## src/rtl/lsu_if.sv

```systemverilog
// Handshake and memory-port bundle between execute, load/store,
// writeback and the data memory.
interface lsu_if #(
    parameter int WIDTH = 32
);
    logic                   exu_valid;
    logic [3*WIDTH+11:0]    exu_data;
    logic                   lsu_ready;
    logic                   lsu_valid;
    logic [WIDTH+5:0]       lsu_data;
    logic                   wbu_ready;
    logic                   mem_req_valid;
    logic                   mem_req_ready;
    logic                   mem_req_wen;
    logic [WIDTH-1:0]       mem_addr;
    logic [WIDTH-1:0]       mem_wdata;
    logic [WIDTH/8-1:0]     mem_wmask;
    logic                   mem_resp_valid;
    logic                   mem_resp_ready;
    logic [WIDTH-1:0]       mem_rdata;

    modport slave (
        input  exu_valid, exu_data, wbu_ready,
        input  mem_req_ready, mem_resp_valid, mem_rdata,
        output lsu_ready, lsu_valid, lsu_data,
        output mem_req_valid, mem_req_wen, mem_addr,
        output mem_wdata, mem_wmask, mem_resp_ready
    );

    modport master (
        output exu_valid, exu_data, wbu_ready,
        output mem_req_ready, mem_resp_valid, mem_rdata,
        input  lsu_ready, lsu_valid, lsu_data,
        input  mem_req_valid, mem_req_wen, mem_addr,
        input  mem_wdata, mem_wmask, mem_resp_ready
    );
endinterface

```

## src/rtl/lsu.sv

```systemverilog
// Load/store stage: one memory transaction per instruction, store lane
// alignment, load extraction/extension and writeback value selection.
module lsu #(
    parameter int WIDTH = 32
) (
    input  logic clk,
    input  logic rst,
    lsu_if.slave bus
);
    typedef enum logic [1:0] {
        S_IDLE,
        S_REQ,
        S_RESP,
        S_OUT
    } state_t;

    state_t              state;
    state_t              state_nxt;
    logic [3*WIDTH+11:0] pl;
    logic [WIDTH-1:0]    rdata_q;

    logic [WIDTH-1:0] alu_result;
    logic [WIDTH-1:0] rs2_data;
    logic [2:0]       funct3;
    logic             mem_ren;
    logic             mem_wen;
    logic             reg_wen;
    logic [4:0]       rd;
    logic             csr_sel;
    logic [WIDTH-1:0] csr_data;

    assign alu_result = pl[3*WIDTH+11 -: WIDTH];
    assign rs2_data   = pl[2*WIDTH+11 -: WIDTH];
    assign funct3     = pl[WIDTH+11:WIDTH+9];
    assign mem_ren    = pl[WIDTH+8];
    assign mem_wen    = pl[WIDTH+7];
    assign reg_wen    = pl[WIDTH+6];
    assign rd         = pl[WIDTH+5:WIDTH+1];
    assign csr_sel    = pl[WIDTH];
    assign csr_data   = pl[WIDTH-1:0];

    logic accept;
    logic resp_take;

    assign accept    = bus.exu_valid & (state == S_IDLE);
    assign resp_take = bus.mem_resp_valid & (state == S_RESP);

    always_ff @(posedge clk) begin
        if (rst) begin
            state   <= S_IDLE;
            pl      <= '0;
            rdata_q <= '0;
        end else begin
            state <= state_nxt;
            if (accept)
                pl <= bus.exu_data;
            if (resp_take)
                rdata_q <= bus.mem_rdata;
        end
    end

    always_comb begin
        state_nxt          = state;
        bus.lsu_ready      = 1'b0;
        bus.mem_req_valid  = 1'b0;
        bus.mem_resp_ready = 1'b0;
        bus.lsu_valid      = 1'b0;
        unique case (state)
            S_IDLE: begin
                bus.lsu_ready = 1'b1;
                if (bus.exu_valid) begin
                    if (bus.exu_data[WIDTH+8] | bus.exu_data[WIDTH+7])
                        state_nxt = S_REQ;
                    else
                        state_nxt = S_OUT;
                end
            end
            S_REQ: begin
                bus.mem_req_valid = 1'b1;
                if (bus.mem_req_ready)
                    state_nxt = S_RESP;
            end
            S_RESP: begin
                bus.mem_resp_ready = 1'b1;
                if (bus.mem_resp_valid)
                    state_nxt = S_OUT;
            end
            S_OUT: begin
                bus.lsu_valid = 1'b1;
                if (bus.wbu_ready)
                    state_nxt = S_IDLE;
            end
            default: state_nxt = S_IDLE;
        endcase
    end

    logic [1:0] off;
    logic [4:0] sh;

    assign off = alu_result[1:0];
    assign sh  = {off, 3'b000};

    logic [3:0]       wmask;
    logic [WIDTH-1:0] wdata;

    // Reads never assert byte enables; unknown store widths still issue.
    always_comb begin
        wmask = 4'b0000;
        wdata = rs2_data;
        if (mem_wen) begin
            unique case (funct3)
                3'b000: begin
                    wmask = 4'b0001 << off;
                    wdata = {{(WIDTH-8){1'b0}}, rs2_data[7:0]} << sh;
                end
                3'b001: begin
                    wmask = 4'b0011 << off;
                    wdata = {{(WIDTH-16){1'b0}}, rs2_data[15:0]} << sh;
                end
                3'b010: begin
                    wmask = 4'b1111;
                    wdata = rs2_data;
                end
                default: wmask = 4'b0000;
            endcase
        end
    end

    assign bus.mem_req_wen = mem_wen;
    assign bus.mem_addr    = alu_result;
    assign bus.mem_wdata   = wdata;
    assign bus.mem_wmask   = wmask;

    logic [WIDTH-1:0] word;
    logic [WIDTH-1:0] ld_data;
    logic [WIDTH-1:0] wb_data;

    assign word = rdata_q >> sh;

    always_comb begin
        ld_data = '0;
        unique case (funct3)
            3'b000: ld_data = {{(WIDTH-8){word[7]}}, word[7:0]};
            3'b100: ld_data = {{(WIDTH-8){1'b0}}, word[7:0]};
            3'b001: ld_data = {{(WIDTH-16){word[15]}}, word[15:0]};
            3'b101: ld_data = {{(WIDTH-16){1'b0}}, word[15:0]};
            3'b010: ld_data = word;
            default: ld_data = '0;
        endcase
    end

    always_comb begin
        wb_data = alu_result;
        if (mem_ren & ~mem_wen)
            wb_data = ld_data;
        else if (csr_sel)
            wb_data = csr_data;
    end

    assign bus.lsu_data = {wb_data, rd, reg_wen};
endmodule

```

## src/flat_wrapper.sv

```systemverilog
// flat-port wrapper written by rule: the top's interface ports become plain ports
module lsu_flat 
#(
    parameter int WIDTH = 32
)
  (clk, rst, bus_exu_valid, bus_exu_data, bus_wbu_ready, bus_mem_req_ready, bus_mem_resp_valid, bus_mem_rdata, bus_lsu_ready, bus_lsu_valid, bus_lsu_data, bus_mem_req_valid, bus_mem_req_wen, bus_mem_addr, bus_mem_wdata, bus_mem_wmask, bus_mem_resp_ready);
  lsu_if #(.WIDTH(WIDTH)) bus_i ();
  input  logic clk;
  input  logic rst;
  input wire logic [$bits(bus_i.exu_valid)-1:0] bus_exu_valid;
  input wire logic [$bits(bus_i.exu_data)-1:0] bus_exu_data;
  input wire logic [$bits(bus_i.wbu_ready)-1:0] bus_wbu_ready;
  input wire logic [$bits(bus_i.mem_req_ready)-1:0] bus_mem_req_ready;
  input wire logic [$bits(bus_i.mem_resp_valid)-1:0] bus_mem_resp_valid;
  input wire logic [$bits(bus_i.mem_rdata)-1:0] bus_mem_rdata;
  output wire logic [$bits(bus_i.lsu_ready)-1:0] bus_lsu_ready;
  output wire logic [$bits(bus_i.lsu_valid)-1:0] bus_lsu_valid;
  output wire logic [$bits(bus_i.lsu_data)-1:0] bus_lsu_data;
  output wire logic [$bits(bus_i.mem_req_valid)-1:0] bus_mem_req_valid;
  output wire logic [$bits(bus_i.mem_req_wen)-1:0] bus_mem_req_wen;
  output wire logic [$bits(bus_i.mem_addr)-1:0] bus_mem_addr;
  output wire logic [$bits(bus_i.mem_wdata)-1:0] bus_mem_wdata;
  output wire logic [$bits(bus_i.mem_wmask)-1:0] bus_mem_wmask;
  output wire logic [$bits(bus_i.mem_resp_ready)-1:0] bus_mem_resp_ready;
  assign bus_i.exu_valid = bus_exu_valid;
  assign bus_i.exu_data = bus_exu_data;
  assign bus_i.wbu_ready = bus_wbu_ready;
  assign bus_i.mem_req_ready = bus_mem_req_ready;
  assign bus_i.mem_resp_valid = bus_mem_resp_valid;
  assign bus_i.mem_rdata = bus_mem_rdata;
  assign bus_lsu_ready = bus_i.lsu_ready;
  assign bus_lsu_valid = bus_i.lsu_valid;
  assign bus_lsu_data = bus_i.lsu_data;
  assign bus_mem_req_valid = bus_i.mem_req_valid;
  assign bus_mem_req_wen = bus_i.mem_req_wen;
  assign bus_mem_addr = bus_i.mem_addr;
  assign bus_mem_wdata = bus_i.mem_wdata;
  assign bus_mem_wmask = bus_i.mem_wmask;
  assign bus_mem_resp_ready = bus_i.mem_resp_ready;
  lsu #(.WIDTH(WIDTH)) u_core (.clk(clk), .rst(rst), .bus(bus_i));
endmodule
```

## config.mk

```make
export PLATFORM = sky130hd
export DESIGN_NAME = lsu_flat
export DESIGN_NICKNAME = d
export VERILOG_FILES = /design/src/rtl/lsu_if.sv /design/src/rtl/lsu.sv /design/src/flat_wrapper.sv
export SDC_FILE = /design/constraint.sdc
export NUM_CORES = 1
export LEC_CHECK = 0
export ABC_AREA = 1
export ABC_CLOCK_PERIOD_IN_PS = 3400
export CAP_MARGIN = 20
export CORE_MARGIN = 10
export CORE_UTILIZATION = 60
export DETAILED_ROUTE_END_ITERATION = 10
export DONT_BUFFER_PORTS = 1
export GPL_ROUTABILITY_DRIVEN = 0
export MAX_ROUTING_LAYER = met4
export PLACE_DENSITY_LB_ADDON = 0.25
export SLEW_MARGIN = 20
export SYNTH_ARGS = -nofsm -noshare
export SYNTH_HDL_FRONTEND = slang
export SYNTH_SLANG_ARGS = --single-unit
```

## constraint.sdc

```tcl
create_clock -name clk -period 3.4 [get_ports clk]
set_input_delay 0.51 -clock clk [delete_from_list [all_inputs] [get_ports clk]]
set_output_delay 0.51 -clock clk [all_outputs]
set_load 0.005 [all_outputs]
```

==> results of run 1 <==
[cells by family (layout without fill, tap and decap cells)]
family          count (synthesis)  in the layout  synth area share (%)
other cells                     0              5                     0
simple gates                  630            630                  33.8
compound gates                223            223                  16.0
flops                         142            142                  39.2
fa+ha+maj                       5              5                 0.862
mux                             1              1                 0.138
buf+inv                       140             73                  9.96
[cells in the final DEF (no fill, tap or decap)]
master | netlist | layout
nor2_1 | 335 | 334
nand2_1 | 246 | 245
o21ai_0 | 186 | 186
dfxtp_1 | 142 | 142
nand3_1 | 43 | 43
inv_1 | 22 | 20
a21oi_1 | 18 | 18
clkbuf_16 | 0 | 17
buf_4 | 42 | 13
o22ai_1 | 9 | 9
inv_2 | 5 | 6
o32ai_1 | 6 | 6
diode_2 | 0 | 5
ha_1 | 5 | 5
clkinv_2 | 0 | 4
bufinv_16 | 0 | 3
clkinv_4 | 0 | 3
nand3_2 | 2 | 2
nor2_4 | 1 | 2
o21ai_1 | 2 | 2
inv_6 | 0 | 2
clkinvlp_4 | 0 | 2
nor3_1 | 1 | 1
nand3_4 | 1 | 1
nor2_2 | 1 | 1
a21oi_4 | 1 | 1
o31ai_1 | 1 | 1
nand2_4 | 0 | 1
mux2i_1 | 1 | 1
clkbuf_8 | 0 | 1
clkbuf_1 | 46 | 1
buf_12 | 0 | 1
[layout make-up]
class                      instances  area share, %
multi-input combinational        859           49.0
sequential                       142           37.5
clock buffer                      19           5.85
tap                              147           2.43
clock inverter                    13           2.16
timing repair buffer              14           1.55
inverter                          27           1.35
antenna                            5          0.165
[Yosys cell counts]
master,number
a21oi_1,18
a21oi_4,1
nor2_2,1
inv_2,5
buf_1,3
dfxtp_1,142
nor2_1,335
nand3_4,1
nand3_1,43
clkbuf_1,46
nor3_1,1
nor2_4,1
nand2_1,246
inv_1,22
buf_2,20
buf_6,2
buf_4,42
o22ai_1,9
o31ai_1,1
mux2i_1,1
nand3_2,2
o21ai_1,2
o21ai_0,186
ha_1,5
o32ai_1,6
[worst paths after layout]
kind	start	end	slack [ns]	depth (start not counted)
min	bus_exu_data[72]	u_core.pl[72]	0.23	2
max reg2reg	u_core.state[1]	u_core.pl[9]	1.37	7
min reg2reg	u_core.rdata_q[24]	u_core.rdata_q[24]	0.46	2
max	u_core.pl[76]	bus_lsu_data[36]	0.60	7
[stage by stage]
stage	cell area, µm²	utilization (%)	hold WS (ns)
after detailed placement	6950	58.4	0.458
after CTS	7560	63.5	0.230
final	7570	63.6	0.235
after global placement	6950	58.4	0.453
after global routing	7570	63.6	0.230
after floorplan	7260	-	0.430
[metal layers]
metal	GRT usage [%]	part of all wire (%)
met1	29.9	39
met2	44.2	47
met3	11.8	9.7
met4	12.8	3.8
met5	-	0
[report_power, final]
group / total (µW) / switching [µW] / leakage, µW / internal, µW
clock network: 1920 / 741 / 0.000294 / 1170
logic: 2380 / 1650 / 0.00181 / 730
registers: 2440 / 343 / 0.00117 / 2090
[flip-flops by register name, summed over array words and instances (netlist names)]
signal / cells
u_core.pl: 108
u_core.state: 2
u_core.rdata_q: 32
==> run_results.csv, run 1 <==
group,metric,value,unit
timing,tightest_slew,0.912,ns
timing,skew,0.0155,ns
grt,grt_max_degree,56,
job,drv_cap,0,
yosys,synth_area_leader_cell,"dfxtp_1",
clock_tree,clockRootBuffer,"clkbuf_16",
setup_path,crit_family,"simple AND/OR/NAND/NOR gates",
timing,fmax,357,MHz
placement,dpl.cell_count,1189,
route,drt-wirelength-per-cell,19.2,µm
power_and_ir_drop,max-vdd-ir-drop,504,µV
grt,grt.total_usage,27.9,%
clock_tree,cts_max_level,4,
timing,finalSetupTns,0,ns
setup_path,critPathBufInv,1,
timing,fin_crit_sh,82.3,%
route,vias,7057,
route,drc,0,
layout,area_growth,4.34,%
floorplanning,core_area,11900,µm²
clock_tree,cts_resized,0,
power_and_ir_drop,p_leak,0.00327,µW
setup_path,cp.required,2.89,ns
clock_tree,hold_buffers,0,
timing,fin_ws,0.601,ns
yosys,synth_nets,1292,
yosys,synth_seq_cells,142,
setup_path,cp-end-kind,"output pin",
layout,nets,1212,
grt,antenna_found_initial,4,
power_and_ir_drop,p_per_area,888,nW/µm²
outcome,outcome,"completed",
setup_path,cp_cell_sequence,"buf_4 -> nand2_1 -> nand3_1 -> nand3_2 -> nand3_1 -> nand2_1 -> nand2_1",
grt,grt-ovfl-total,0,
clock_tree,cts_tree,"yes",
setup_path,critPathArrivalTime,2.29,ns
layout,drive_gt1_share,5.59,%
setup_path,critPathMaxStageDelay,0.43,ns
route,drt-total-wl,23500,µm
yosys,yosysWarnings,0,
floorplanning,die-height,130,µm
setup_path,cpMostUsedCell,"nand2_1",
floorplanning,die_x,130,µm
timing,rsz0062_at_grt,"no",
yosys,yosysSeqAreaShare,39.2,%
timing,timing.final.crit_period,2.80,ns
yosys,syn_area_per_cell,6.36,µm²
clock_tree,clock-sinks,142,
grt,grt_pass1_vias,6537,
yosys,yosysTopAreaCellShare,39.2,%
yosys,synth_area,7260,µm²
setup_path,cpMaxStageDelayCell,"buf_4",
route,vias_per_cell,5.76,
timing,final-max-slew-violation-count,0,
yosys,synth.area.top_cells,"dfxtp_1 (39%), nor2_1 (17%), o21ai_0 (13%)",
layout,final_cells,1226,
timing,setup_viol,0,
setup_path,cp_max_fo,50,
floorplanning,start_util,60.9,%
clock_tree,clk_pin_slew_worst_paths,0.06,ns
placement,dpl.hpwl,17500,µm
yosys,synth_cells,1141,
route,ant_nets,0,
grt,grt_pass1_wl,35200,µm
timing,hold_violations,0,
yosys,ys_types,25,
setup_path,cp-start-kind,"register",
setup_path,worstSetupPathType,"register to output pin",
placement,dp_slack,1.07,ns
layout,multi_input_area,3710,µm²
floorplanning,die-area,16900,µm²
timing,relSlewSlack,39.1,%
clock_tree,numCtsBuffers,17,
placement,portBuffers,0,
power_and_ir_drop,p_total,6730,µW
route,dr.first_iter.drc_count,600,
floorplanning,io_pins,257,
hold_path,hold_path_class,"input pin to register",
floorplanning,rows,40,
layout,regArea,2840,µm²
route,first_pass_iters,5,
layout,fillers,1179,
clock_tree,clk_latency,0.44,ns
clock_tree,cts_setup_buffers,0,
clock_tree,cts_max_path_buffers,2,
Note: power is estimated with default switching activity, not from simulation.
==> run 2: changes to the inputs <==
--- a/config.mk
+++ b/config.mk
@@ -6,7 +6,7 @@
 export NUM_CORES = 1
 export LEC_CHECK = 0
 export ABC_AREA = 1
-export ABC_CLOCK_PERIOD_IN_PS = 3400
+export ABC_CLOCK_PERIOD_IN_PS = 2890
 export CAP_MARGIN = 20
 export CORE_MARGIN = 10
 export CORE_UTILIZATION = 60
==> constraint.sdc (replaced) <==
create_clock -name clk -period 2.89 [get_ports clk]
set_input_delay 0.4335 -clock clk [delete_from_list [all_inputs] [get_ports clk]]
set_output_delay 0.4335 -clock clk [all_outputs]
set_load 0.005 [all_outputs]
==> run 2 against run 1 <==
  * Core utilization down 0.38 points
  * Critical path depth down 2
  * Worst hold slack worse by 0.061 ns
  * Final area down 0.59%
  * Final cell count down 0.24%
  * Die area unchanged
  * Clock skew down 0.0052 ns
  * Combinational power up 18%
  * First-iteration DRC count up 25%
  * Highest routed layer unchanged
==> run_results.csv, run 2 (synthesized netlist as in run 1, its figures left out) <==
group,metric,value,unit
route,first_pass_iters,8,
job,drv_cap,0,
floorplanning,die_x,130,µm
layout,final_common_cell,"nor2_1",
layout,design_area,7530,µm²
placement,dp_slack,0.668,ns
layout,fillers,1176,
placement,dpl.cell_count,1189,
timing,tightest_slew,0.883,ns
timing,hold_violations,0,
power_and_ir_drop,seqPwrFrac,37.1,%
setup_path,cp-end-kind,"output pin",
route,ant_nets,0,
timing,fin_crit_sh,91.3,%
clock_tree,clk_latency,0.43,ns
hold_path,hold_end,"u_core.pl[63]",
floorplanning,rows,40,
setup_path,cpMaxStageDelayCell,"o21ai_0",
clock_tree,clk_pin_slew_worst_paths,0.06,ns
floorplanning,core_area,11900,µm²
route,dr.first_iter.drc_count,751,
timing,relSlewSlack,41.1,%
power_and_ir_drop,cell_internal_pwr,4520,µW
floorplanning,die-area,16900,µm²
grt,grt_pass1_vias,6485,
power_and_ir_drop,p_leak,0.00324,µW
placement,place_area,6950,µm²
layout,final_cells,1223,
floorplanning,io_pins,257,
timing,rsz0062_at_grt,"no",
power_and_ir_drop,clkPwrFrac,26.7,%
route,vias,7030,
layout,area_growth,3.72,%
setup_path,cp_cell_sequence,"clkinv_2 -> o21ai_0 -> o21ai_0 -> o21ai_0 -> buf_4",
clock_tree,cts_max_level,4,
layout,nets,1212,
route,vias_per_cell,5.75,
layout,top_register,"u_core.pl",
placement,portBuffers,0,
setup_path,r2r_cells,7,
route,drc,0,
timing,fin_ws,0.251,ns
setup_path,cpMostUsedCell,"o21ai_0",
setup_path,r2r_end,"u_core.pl[90]",
power_and_ir_drop,p_per_area,1030,nW/µm²
hold_path,hold_depth,2,
grt,grt_max_degree,61,
power_and_ir_drop,switching_share,41.6,%
timing,finalSetupTns,0,ns
floorplanning,start_util,60.9,%
setup_path,cp.required,2.46,ns
timing,fmax,379,MHz
route,drt-wirelength-per-cell,19.0,µm
layout,largest_reg_flops,108,
setup_path,worstSetupPathType,"register to output pin",
grt,grt.total_usage,27.5,%
clock_tree,cts_resized,0,
grt,antenna_found_initial,2,
route,drt-total-wl,23300,µm
clock_tree,clockRootBuffer,"clkbuf_16",
outcome,outcome,"completed",
setup_path,r2r_slack,0.86,ns
timing,setup_viol,0,
power_and_ir_drop,switching_power,3220,µW
clock_tree,cts_max_path_buffers,2,
clock_tree,clock-sinks,142,
hold_path,hold_path_class,"input pin to register",
clock_tree,cts_tree,"yes",
timing,timing.final.crit_period,2.64,ns
setup_path,critPathBufInv,2,
grt,grt_pass1_wl,35100,µm
layout,drive_gt1_share,5.68,%
floorplanning,die-height,130,µm
power_and_ir_drop,combinationalPowerShare,36.1,%
timing,skew,0.0104,ns
setup_path,critPathArrivalTime,2.21,ns
setup_path,worstReg2RegStart,"u_core.state[0]",
grt,grt-ovfl-total,0,
setup_path,crit_family,"compound AO/OA/AOI/OAI gates",
placement,dpl.hpwl,17200,µm
setup_path,cp-start-kind,"register",
hold_path,hold_path.startpoint,"bus_exu_data[63]",
clock_tree,hold_buffers,0,
layout,final_cell_mix,"nor2_1 (334), nand2_1 (245), o21ai_0 (186)",
clock_tree,numCtsBuffers,17,
power_and_ir_drop,max-vdd-ir-drop,582,µV
clock_tree,cts_setup_buffers,0,
timing,final-max-slew-violation-count,0,
setup_path,cp_max_fo,37,
layout,reg_top3,"u_core.pl (108), u_core.rdata_q (32), u_core.state (2)",
setup_path,critPathMaxStageDelay,0.54,ns
run 2: worst register-to-register path, stage by stage (launching register included):
cell	delay, ns
dfxtp_1	0.34
inv_1	0.12
ha_1	0.27
nand2_4	0.31
inv_2	0.15
buf_4	0.48
nor2_1	0.15
nor2_1	0.14
run 2: cell type report:
type | instances | area [µm²] | area share [%]
Sequential cell | 142 | 2840 | 37.8
Tap cell | 147 | 184 | 2.44
Clock inverter | 14 | 121 | 1.61
Multi-Input combinational cell | 859 | 3710 | 49.3
Antenna cell | 2 | 5.00 | 0.0665
Clock buffer | 18 | 439 | 5.83
Timing Repair Buffer | 14 | 118 | 1.56
Inverter | 27 | 104 | 1.38
run 2: how the worst max path moves through the flow:
stage               cells after the start  slack, ns     startpoint                to
detailed placement                      7       0.67  u_core.pl[76]  bus_lsu_data[33]
floorplan                               5       1.33  u_core.pl[39]  bus_lsu_data[27]
global placement                        7       0.72  u_core.pl[76]  bus_lsu_data[31]
finish                                  5       0.25  u_core.pl[76]   bus_lsu_data[7]
global route                            5       0.12  u_core.pl[76]   bus_lsu_data[6]
CTS                                     7       0.21  u_core.pl[76]  bus_lsu_data[33]
run 2: power groups by stage:
stage	clock, µW	sequential (µW)	combinational, µW
finish	2070	2880	2800
CTS	2080	2870	2780
global route	2160	2940	3190
detailed placement	0	2910	2760
global placement	0	2900	2720
floorplan	0	2740	2390
run 2: metrics by stage:
step                total power, µW  hold WS [ns]  utilization, %
detailed placement             5680         0.457            58.4
global placement               5630         0.456            58.4
global route                   8290         0.170            63.2
finish                         7740         0.174            63.2
CTS                            7730         0.166            63.1
floorplan                      5130         0.430               -
run 2: metal layers:
metal  wire (µm)  part of all wire, %  track usage, %  up-vias
met1        9290                   40            31.9     3205
met4         764                  3.3            11.4        0
met5           0                    0               -        -
met2       11100                   48            42.9      327
li1            -                    -               -     3448
met3        2140                  9.2            9.37       50
==> run 3: changes to the inputs <==
--- a/config.mk
+++ b/config.mk
@@ -5,16 +5,16 @@
 export SDC_FILE = /design/constraint.sdc
 export NUM_CORES = 1
 export LEC_CHECK = 0
-export ABC_AREA = 1
 export ABC_CLOCK_PERIOD_IN_PS = 2890
 export CAP_MARGIN = 20
 export CORE_MARGIN = 10
 export CORE_UTILIZATION = 60
+export CTS_CLUSTER_DIAMETER = 30
 export DETAILED_ROUTE_END_ITERATION = 10
 export DONT_BUFFER_PORTS = 1
 export GPL_ROUTABILITY_DRIVEN = 0
 export MAX_ROUTING_LAYER = met4
-export PLACE_DENSITY_LB_ADDON = 0.25
+export PLACE_DENSITY_LB_ADDON = 0.12
 export SLEW_MARGIN = 20
 export SYNTH_ARGS = -nofsm -noshare
 export SYNTH_HDL_FRONTEND = slang
==> run 3 against run 2 <==
  * Combinational power is 39% lower
  * Clock skew is 0.0021 ns lower
  * Fmax is 4.0% lower
  * Clock power is 8% higher
  * Global-route usage is 1.6 points lower
  * Clock-buffer cell count is 1 higher
  * Critical path depth is 1 lower
  * Via count is 13% lower
  * Sequential power is 10% lower
  * Routed wire length is 5.4% lower
  * Synthesized cell count is 19% lower
  * Critical endpoint is now bus_mem_wdata[15]
==> run_results.csv, run 3 <==
group,metric,value,unit
route,first_pass_iters,7,
layout,design_area,7410,µm²
floorplanning,start_util,61.6,%
floorplanning,die_x,129,µm
yosys,yosysWarnings,0,
layout,final_common_cell,"nand2_1",
setup_path,crit_family,"simple AND/OR/NAND/NOR gates",
timing,timing.final.crit_period,2.75,ns
yosys,yosysMostFrequentCell,"nand2_1",
grt,grt_max_degree,143,
floorplanning,rows,39,
setup_path,cp.required,2.46,ns
route,drt-total-wl,22000,µm
layout,largest_reg_flops,108,
route,vias_per_cell,6.12,
grt,grt-ovfl-total,0,
setup_path,cp-end-kind,"output pin",
grt,grt.total_usage,25.9,%
layout,drive_gt1_share,9.67,%
setup_path,r2r_end,"u_core.pl[22]",
placement,portBuffers,0,
job,drv_cap,0,
clock_tree,clockRootBuffer,"clkbuf_16",
clock_tree,cts_max_path_buffers,2,
layout,fillers,1013,
outcome,outcome,"completed",
clock_tree,clk_pin_slew_worst_paths,0.06,ns
power_and_ir_drop,max-vdd-ir-drop,1160,µV
clock_tree,clock-sinks,142,
placement,dp_slack,0.602,ns
yosys,syn_area_per_cell,7.67,µm²
layout,area_growth,4.89,%
yosys,synth_edf_count,0,
hold_path,hold_end,"u_core.pl[96]",
layout,final_cell_mix,"nand2_1 (309), a21oi_1 (151), dfxtp_1 (141)",
power_and_ir_drop,p_per_area,882,nW/µm²
placement,dpl.hpwl,16300,µm
yosys,ys_types,42,
timing,fin_ws,0.140,ns
clock_tree,cts_tree,"yes",
timing,hold_violations,0,
clock_tree,numCtsBuffers,17,
setup_path,cp_max_fo,14,
floorplanning,core_area,11500,µm²
setup_path,worstReg2RegStart,"u_core.state[0]",
route,drc,0,
yosys,yosysTopAreaCellShare,40.2,%
timing,fmax,364,MHz
timing,finalSetupTns,0,ns
yosys,synth_area,7060,µm²
yosys,synth_seq_cells,142,
grt,grt_pass1_wl,33000,µm
yosys,async_flop_share,0,%
timing,relSlewSlack,52.5,%
yosys,synth_cells,921,
clock_tree,cts_max_level,4,
setup_path,critPathArrivalTime,2.32,ns
layout,reg_top3,"u_core.pl (108), u_core.rdata_q (32), u_core.state (2)",
route,drt-wirelength-per-cell,22.0,µm
placement,place_area,6800,µm²
grt,antenna_found_initial,0,
yosys,synth_area_leader_cell,"dfxtp_1",
timing,final-max-slew-violation-count,0,
setup_path,worstSetupPathType,"register to output pin",
route,dr.first_iter.drc_count,522,
setup_path,critPathBufInv,0,
yosys,ys.flop_type,"dfxtp_1",
timing,tightest_slew,0.712,ns
setup_path,r2r_slack,0.91,ns
route,vias,6131,
hold_path,hold_path_class,"input pin to register",
yosys,synth.area.top_cells,"dfxtp_1 (40%), nand2_1 (16%), a21oi_1 (11%)",
yosys,synth_nets,1072,
timing,fin_crit_sh,95.1,%
setup_path,r2r_cells,6,
yosys,synth_common_cells,"nand2_1 (310), a21oi_1 (152), dfxtp_1 (142)",
clock_tree,clk_latency,0.44,ns
timing,setup_viol,0,
floorplanning,io_pins,257,
timing,skew,0.00832,ns
grt,grt_pass1_vias,5979,
yosys,yosysSeqAreaShare,40.2,%
clock_tree,cts_setup_buffers,0,
hold_path,hold_depth,1,
layout,n_antenna_cell,0,
setup_path,cp_cell_sequence,"or3b_1 -> nor2_2 -> a22oi_1 -> o31ai_1",
route,ant_nets,0,
hold_path,hold_path.startpoint,"rst",
setup_path,cp-start-kind,"register",
floorplanning,die-area,16500,µm²
power_and_ir_drop,p_leak,0.00257,µW
layout,nets,996,
setup_path,critPathMaxStageDelay,0.57,ns
timing,rsz0062_at_grt,"no",
floorplanning,die-height,129,µm
setup_path,cpMaxStageDelayCell,"dfxtp_1",
layout,top_register,"u_core.pl",
## run 3: cell count changes after synthesis, moves of 16 or more
| cell | previous run | this run |
|---|---|---|
| mux2i_1 | 1 | 41 |
| inv_1 | 22 | 5 |
| mux2_2 | 0 | 17 |
| nand2_1 | 246 | 310 |
| nand3_1 | 43 | 1 |
| a21oi_1 | 18 | 152 |
| a22oi_1 | 0 | 16 |
| o21ai_0 | 186 | 16 |
| nor2_1 | 335 | 15 |
## run 3: kinds of logic (layout without fill, tap and decap cells)
kind of cell,after synthesis,count (layout),share of synthesized area (%)
and+or+nand+nor,358,358,20.5
AOI/OAI and AO/OA,244,244,21.2
DFF,142,142,40.2
buffers and inverters,114,51,8.59
muxes,58,58,8.52
adders and majority gates,5,5,0.886
## run 3: area by class of cell
type | count | area, µm² | share of cell area, %
clock buffers | 19 | 443 | 5.98
clock inverters | 13 | 165 | 2.23
inverters | 6 | 22.5 | 0.304
multi-input cells | 665 | 3630 | 49.0
flip-flops and latches | 142 | 2840 | 38.4
well taps | 143 | 179 | 2.41
repair buffers | 13 | 123 | 1.65
## run 3: worst max path at each step
stage | from | to | slack [ns] | depth (start not counted)
2_1_floorplan | u_core.pl[39] | bus_lsu_data[21] | 0.95 | 6
3_3_place_gp | u_core.pl[41] | bus_mem_wdata[21] | 0.69 | 4
3_5_place_dp | u_core.pl[41] | bus_mem_wdata[20] | 0.60 | 4
4_1_cts | u_core.pl[41] | bus_mem_wdata[20] | 0.14 | 4
5_1_grt | u_core.pl[39] | bus_mem_wdata[13] | 0.003 | 4
6_report | u_core.pl[41] | bus_mem_wdata[15] | 0.14 | 4
## run 3: power breakdown
part           total, µW  switching, µW  internal (µW)  leakage (µW)
combinational       1710           1100            610       0.00114
clock               2240            862           1380      0.000274
sequential          2590            311           2270       0.00116
total               6540           2280           4260       0.00257
## run 3: through the flow
stage | std cells | hold slack [ns] | util, % | power [µW]
after floorplan | 921 | 0.433 | - | 3980
after global placement | 969 | 0.435 | 59.3 | 4270
after detailed placement | 969 | 0.440 | 59.3 | 4340
after CTS | 1001 | 0.0603 | 64.6 | 6560
after global routing | 1001 | 0.0609 | 64.6 | 6860
final | 1001 | 0.0737 | 64.6 | 6540
## run 3: metal layers
layer	wire length, µm	part of all wire (%)	global-route usage (%)	vias up
met5	0	0	-	-
met4	470	2.1	9.43	0
met3	2320	11	10.2	40
met2	10700	49	41.4	268
met1	8530	39	28.9	2883
li1	-	-	-	2940
## run 3: timing repair
action	4_1_cts	5_1_grt
hold buffers	0	0
endpoints found under the setup margin	0	13
resized for setup	0	2
==> RTL edit 1: new RTL, settings of run 2 <==
The 4 states of `state_t` get a Gray code encoding in 2 bits.
--- a/src/rtl/lsu.sv
+++ b/src/rtl/lsu.sv
@@ -9,8 +9,8 @@
 );
     typedef enum logic [1:0] {
-        S_IDLE,
-        S_REQ,
-        S_RESP,
-        S_OUT
+        S_IDLE = 2'b00,
+        S_REQ  = 2'b01,
+        S_RESP = 2'b11,
+        S_OUT  = 2'b10
     } state_t;
 
Behaviour: no difference found for any inputs over 4 cycles, from zero or initial values and one cycle with rst high; so few cycles prove little.
==> RTL edit 1 against run 2 <==
Hold slack worse by 0.11 ns. Area after synthesis up 1.9%. Critical path type unchanged. Global-route usage up 0.39 points. Worst setup slack worse by 0.049 ns. Via count down 0.37%. First-iteration DRC count up 0.67%. Sequential cell count unchanged. Sequential power down 6.9%. Wire length up 2.8%. Largest cell class unchanged. Non-clock buffer count down 2. Total power down 8.1%. Critical path depth up 2. Final area up 1.3%.
==> RTL edit 1: results (changes against run 2) <==
Pre-antenna DRT Iters -> 5 (-3)
Initial antenna violation count -> 3 (+1)
Routed wire length -> 23.9 mm (+2.8%)
Share of post-route cells with drive strength above 1 -> 7.64% (+2.0 points)
Setup Skew -> 0.00905 ns (-0.00132 ns)
Leading cell types by total area after synthesis -> dfxtp_1 38%, nor2_1 13%, nand2_1 12%, o21ai_0 12%, buf_4 5.1%
Top cells by count, synth -> 266 x nor2_1, 241 x nand2_1, 180 x o21ai_0
First-pass GRT wire length -> 35.5 mm (+1.2%)
Fin Hold WS -> 0.0676 ns (-0.106 ns)
Post-synthesis adder-cell area fraction -> 0% (-0.86 points)
Reg2Reg Setup Slack -> 1.01 ns (+0.15 ns)
Worst setup margin -> 0.202 ns (-0.0490 ns)
Post-CTS sizing -> 0 (unchanged)
Top_reg_cell synth -> dfxtp_1
Vias in the first global route -> 6533 (+0.74%)
Port Buffers -> 0 (unchanged)
HP Class -> primary input to flip-flop
Async SR Flop Fraction -> 0% (unchanged)
Initial DRC Count -> 756 (+0.67%)
IR drop worst, VDD -> 0.000739 V (+27%)
Placed instance area -> 7030 um2 (+1.0%)
Worst path max stage delay -> 0.51 ns (-0.03 ns)
Switching pwr -> 2.78 mW (-14%)
Sequential fraction of the synthesis area -> 38.4% (-0.74 points)
GRT Total Usage -> 27.9% (+0.39 points)
Synth Area in Compound Gates -> 18.1% (+2.1 points)
Crit-path max FO -> 24 (-35%)
Leakage dissipation -> 3.21 nW (-0.92%)
Via-to-Cell Ratio -> 5.69 (-1.0%)
Synth Warn # -> 0 (unchanged)
MaxCap Viol Count -> 0 (unchanged)
Fill cells -> 1202 (+2.2%)
Net Count, Synth -> 1279 (-1.0%)
Largest registers -> u_core.pl (108), u_core.rdata_q (32), u_core.state (2)
Wire length per cell -> 19.4 um (+2.1%)
DP Worst Slack -> 0.677 ns (+0.00882 ns)
Outcome -> complete, no violations
Multiplexer area fraction after synthesis -> 0% (-0.14 points)
Max stage delay cell, worst path -> nand3_2
Largest net degree at the start of global routing -> 71 (+16%)
Synth unique cells -> 27 (+8.0%)
Post-DP HPWL -> 17.6 mm (+2.0%)
XOR/XNOR Fraction of Synth Area -> 0% (unchanged)
Nets -> 1193 (-1.6%)
Clk Tree Root Cell -> clkbuf_16
Clock buffer count from CTS -> 17 (unchanged)
H-tree depth -> 4 (unchanged)
Clock latency on the worst-skew pair -> 0.43 ns (about the same)
Slew HR -> 50.7% (+9.6 points)
Syn_area_per_cell -> 6.53 um2 (+2.6%)
Post-CTS Setup Bufs -> 0 (unchanged)
Clock-pin slew on the worst setup and hold paths -> 0.06 ns (about the same)
Slew Viols, Final -> 0 (unchanged)
Deepest clock path buffer count -> 2 (unchanged)
==> RTL edit 1: cell types whose count changed after synthesis, sizes merged, moves of 11 or more <==
cell,delta
buf,+21
a21oi,+38
clkbuf,-17
inv,+12
nand3,+11
nor2,-66
==> RTL edit 1: layer usage <==
layer	vias up	global-route usage, %	wire [um]
met5	-	-	0
met4	0	11.8	873
met3	58	10.8	2540
met2	332	42.9	11000
met1	3167	31.9	9500
li1	3447	-	-
==> RTL edit 1: cell type report <==
| cell class | instances | area (um2) | share of cell area, % |
|---|---|---|---|
| diodes | 3 | 7.51 | 0.0984 |
| multi-input cells | 834 | 3710 | 48.6 |
| clock inverters | 13 | 139 | 1.82 |
| clock buffers | 19 | 453 | 5.94 |
| inverters | 40 | 150 | 1.97 |
| repair buffers | 12 | 115 | 1.51 |
| well taps | 168 | 210 | 2.76 |
| flip-flops and latches | 142 | 2840 | 37.3 |
==> RTL edit 1: path summary, 6_finish.rpt <==
check | start | to | cells after the start
max | u_core.pl[76] | bus_lsu_data[37] | 7
min | rst | u_core.rdata_q[13] | 1
max reg2reg | u_core.state[1] | u_core.pl[21] | 7
min reg2reg | u_core.rdata_q[5] | u_core.rdata_q[5] | 2
==> RTL edit 1: worst max-delay path: cells and delay by family, from the launching register on <==
kind / cells / cell delay [ns]
buffers and inverters: 1 / 0.29
and+or+nand+nor: 6 / 1.18
DFF: 1 / 0.35
==> RTL edit 1: power groups by stage <==
stage	Combinational [mW]	Sequential (mW)	Clock, mW
3_5_place_dp	2.22	2.72	0
2_1_floorplan	2.01	2.58	0
6_report	2.25	2.68	2.18
4_1_cts	2.23	2.68	2.19
5_1_grt	2.55	2.73	2.29
3_3_place_gp	2.20	2.71	0
==> RTL edit 2: new RTL, config.mk and constraints of run 2 <==
Made on the original files. Remove the case item `3'b001` of the case on `funct3`.
--- a/src/rtl/lsu.sv
+++ b/src/rtl/lsu.sv
@@ -114,8 +114,4 @@
                     wdata = {{(WIDTH-8){1'b0}}, rs2_data[7:0]} << sh;
                 end
-                3'b001: begin
-                    wmask = 4'b0011 << off;
-                    wdata = {{(WIDTH-16){1'b0}}, rs2_data[15:0]} << sh;
-                end
                 3'b010: begin
                     wmask = 4'b1111;
Behaviour: not the same (a bounded check fails within 4 cycles, from zero or initial values and one cycle with rst high).
==> RTL edit 2 against run 2 <==
Final area fell by 1.7%. Sequential cell count did not move. Worst setup slack got worse by 0.028 ns. Area after synthesis fell by 2.7%. Global-route usage fell by 0.28 points. Total power rose by 0.17%. Wire length fell by 2.1%. Die area fell by 2.2%.
==> RTL edit 2: results (changes against run 2) <==
Outcome -> complete, no violations
Arr. time, crit path -> 2.23 ns (+0.02 ns)
Min-Delay Startpoint -> bus_exu_data[67]
Fin Hold WS -> 0.180 ns (+0.00583 ns)
Largest net degree at the start of global routing -> 122 (+100%)
Placed instance area -> 6760 um2 (-2.8%)
Setup Skew -> 0.00916 ns (-0.00121 ns)
Area occupied by multi-input gates -> 3460 um2 (-6.8%)
Reg2Reg Setup Slack -> 0.84 ns (-0.02 ns)
Met3 usage -> 11.5% (+2.2 points)
Pre-antenna DRT Iters -> 6 (-2)
Comb pwr share -> 33.2% (-2.9 points)
Wire length per cell -> 19.7 um (+3.6%)
Worst setup margin -> 0.224 ns (-0.0278 ns)
Total power -> 7.76 mW (+0.17%)
Worst path max stage delay -> 0.33 ns (-0.21 ns)
Post-DP HPWL -> 16.3 mm (-5.1%)
Top cells by count, synth -> 316 x nor2_1, 231 x o21ai_0, 157 x nand2_1
Worst R2R End -> u_core.rdata_q[30]
Clock buffers -> 21 (+3)
Slew HR -> 46.3% (+5.3 points)
Met3 routed WL -> 2.79 mm (+31%)
Met2 WL post-DR -> 10.7 mm (-3.0%)
Final core utilization -> 64.5% (+1.3 points)
Critical path's top delay family -> buffers and inverters
M2 GR Usage -> 42.4% (-0.48 points)
Buffers, non-clock -> 15 (+1)
Max stage delay cell, worst path -> buf_4
Crit-path max FO -> 47 (+27%)
Post-synthesis cell count -> 1074 (-5.9%)
First-pass GRT wire length -> 34.5 mm (-1.9%)
M1 WL -> 8.64 mm (-7.0%)
GRT Total Usage -> 27.2% (-0.28 points)
Worst hold path endpoint -> u_core.pl[67]
R2R depth -> 6 (-1)
Grt met1 use -> 30.6% (-1.4 points)
Internal -> 4.75 mW (+5.0%)
Initial DRC Count -> 835 (+11%)
Synth unique cells -> 23 (-8.0%)
#MultiIn Comb -> 789 (-8.1%)
Non-clock buffer share of cell area -> 2.03% (+0.47 points)
Clock-cell share -> 8.56% (+1.1 points)
Fill cells -> 1094 (-7.0%)
Share of post-route cells with drive strength above 1 -> 6.03% (+0.35 points)
IR drop worst, VDD -> 0.00109 V (+87%)
DR vias -> 6670 (-5.1%)
[RTL edit 2: changes by cell type after synthesis, moves of 7 or more]
cell	run 2	this run
o21ai_0	186	231
nand2_1	246	157
o22ai_1	9	2
inv_1	22	30
a22oi_1	0	7
nand3_1	43	28
nor2_1	335	316
a21oi_1	18	27
[RTL edit 2: logic make-up after synthesis]
kind of cell / synth area share [%]
fa+ha+maj: 0.885
mux: 0.142
flops: 40.2
buf+inv: 10.9
compound gates: 19.5
simple gates: 28.4
[RTL edit 2: how the worst max path moves through the flow]
stage / from / endpoint / cells past startpoint
6_report: u_core.pl[39] / bus_lsu_data[33] / 8
3_5_place_dp: u_core.pl[39] / bus_lsu_data[33] / 8
2_1_floorplan: u_core.pl[39] / bus_lsu_data[36] / 8
5_1_grt: u_core.pl[39] / bus_lsu_data[14] / 8
4_1_cts: u_core.pl[39] / bus_lsu_data[35] / 8
3_3_place_gp: u_core.pl[39] / bus_lsu_data[33] / 8
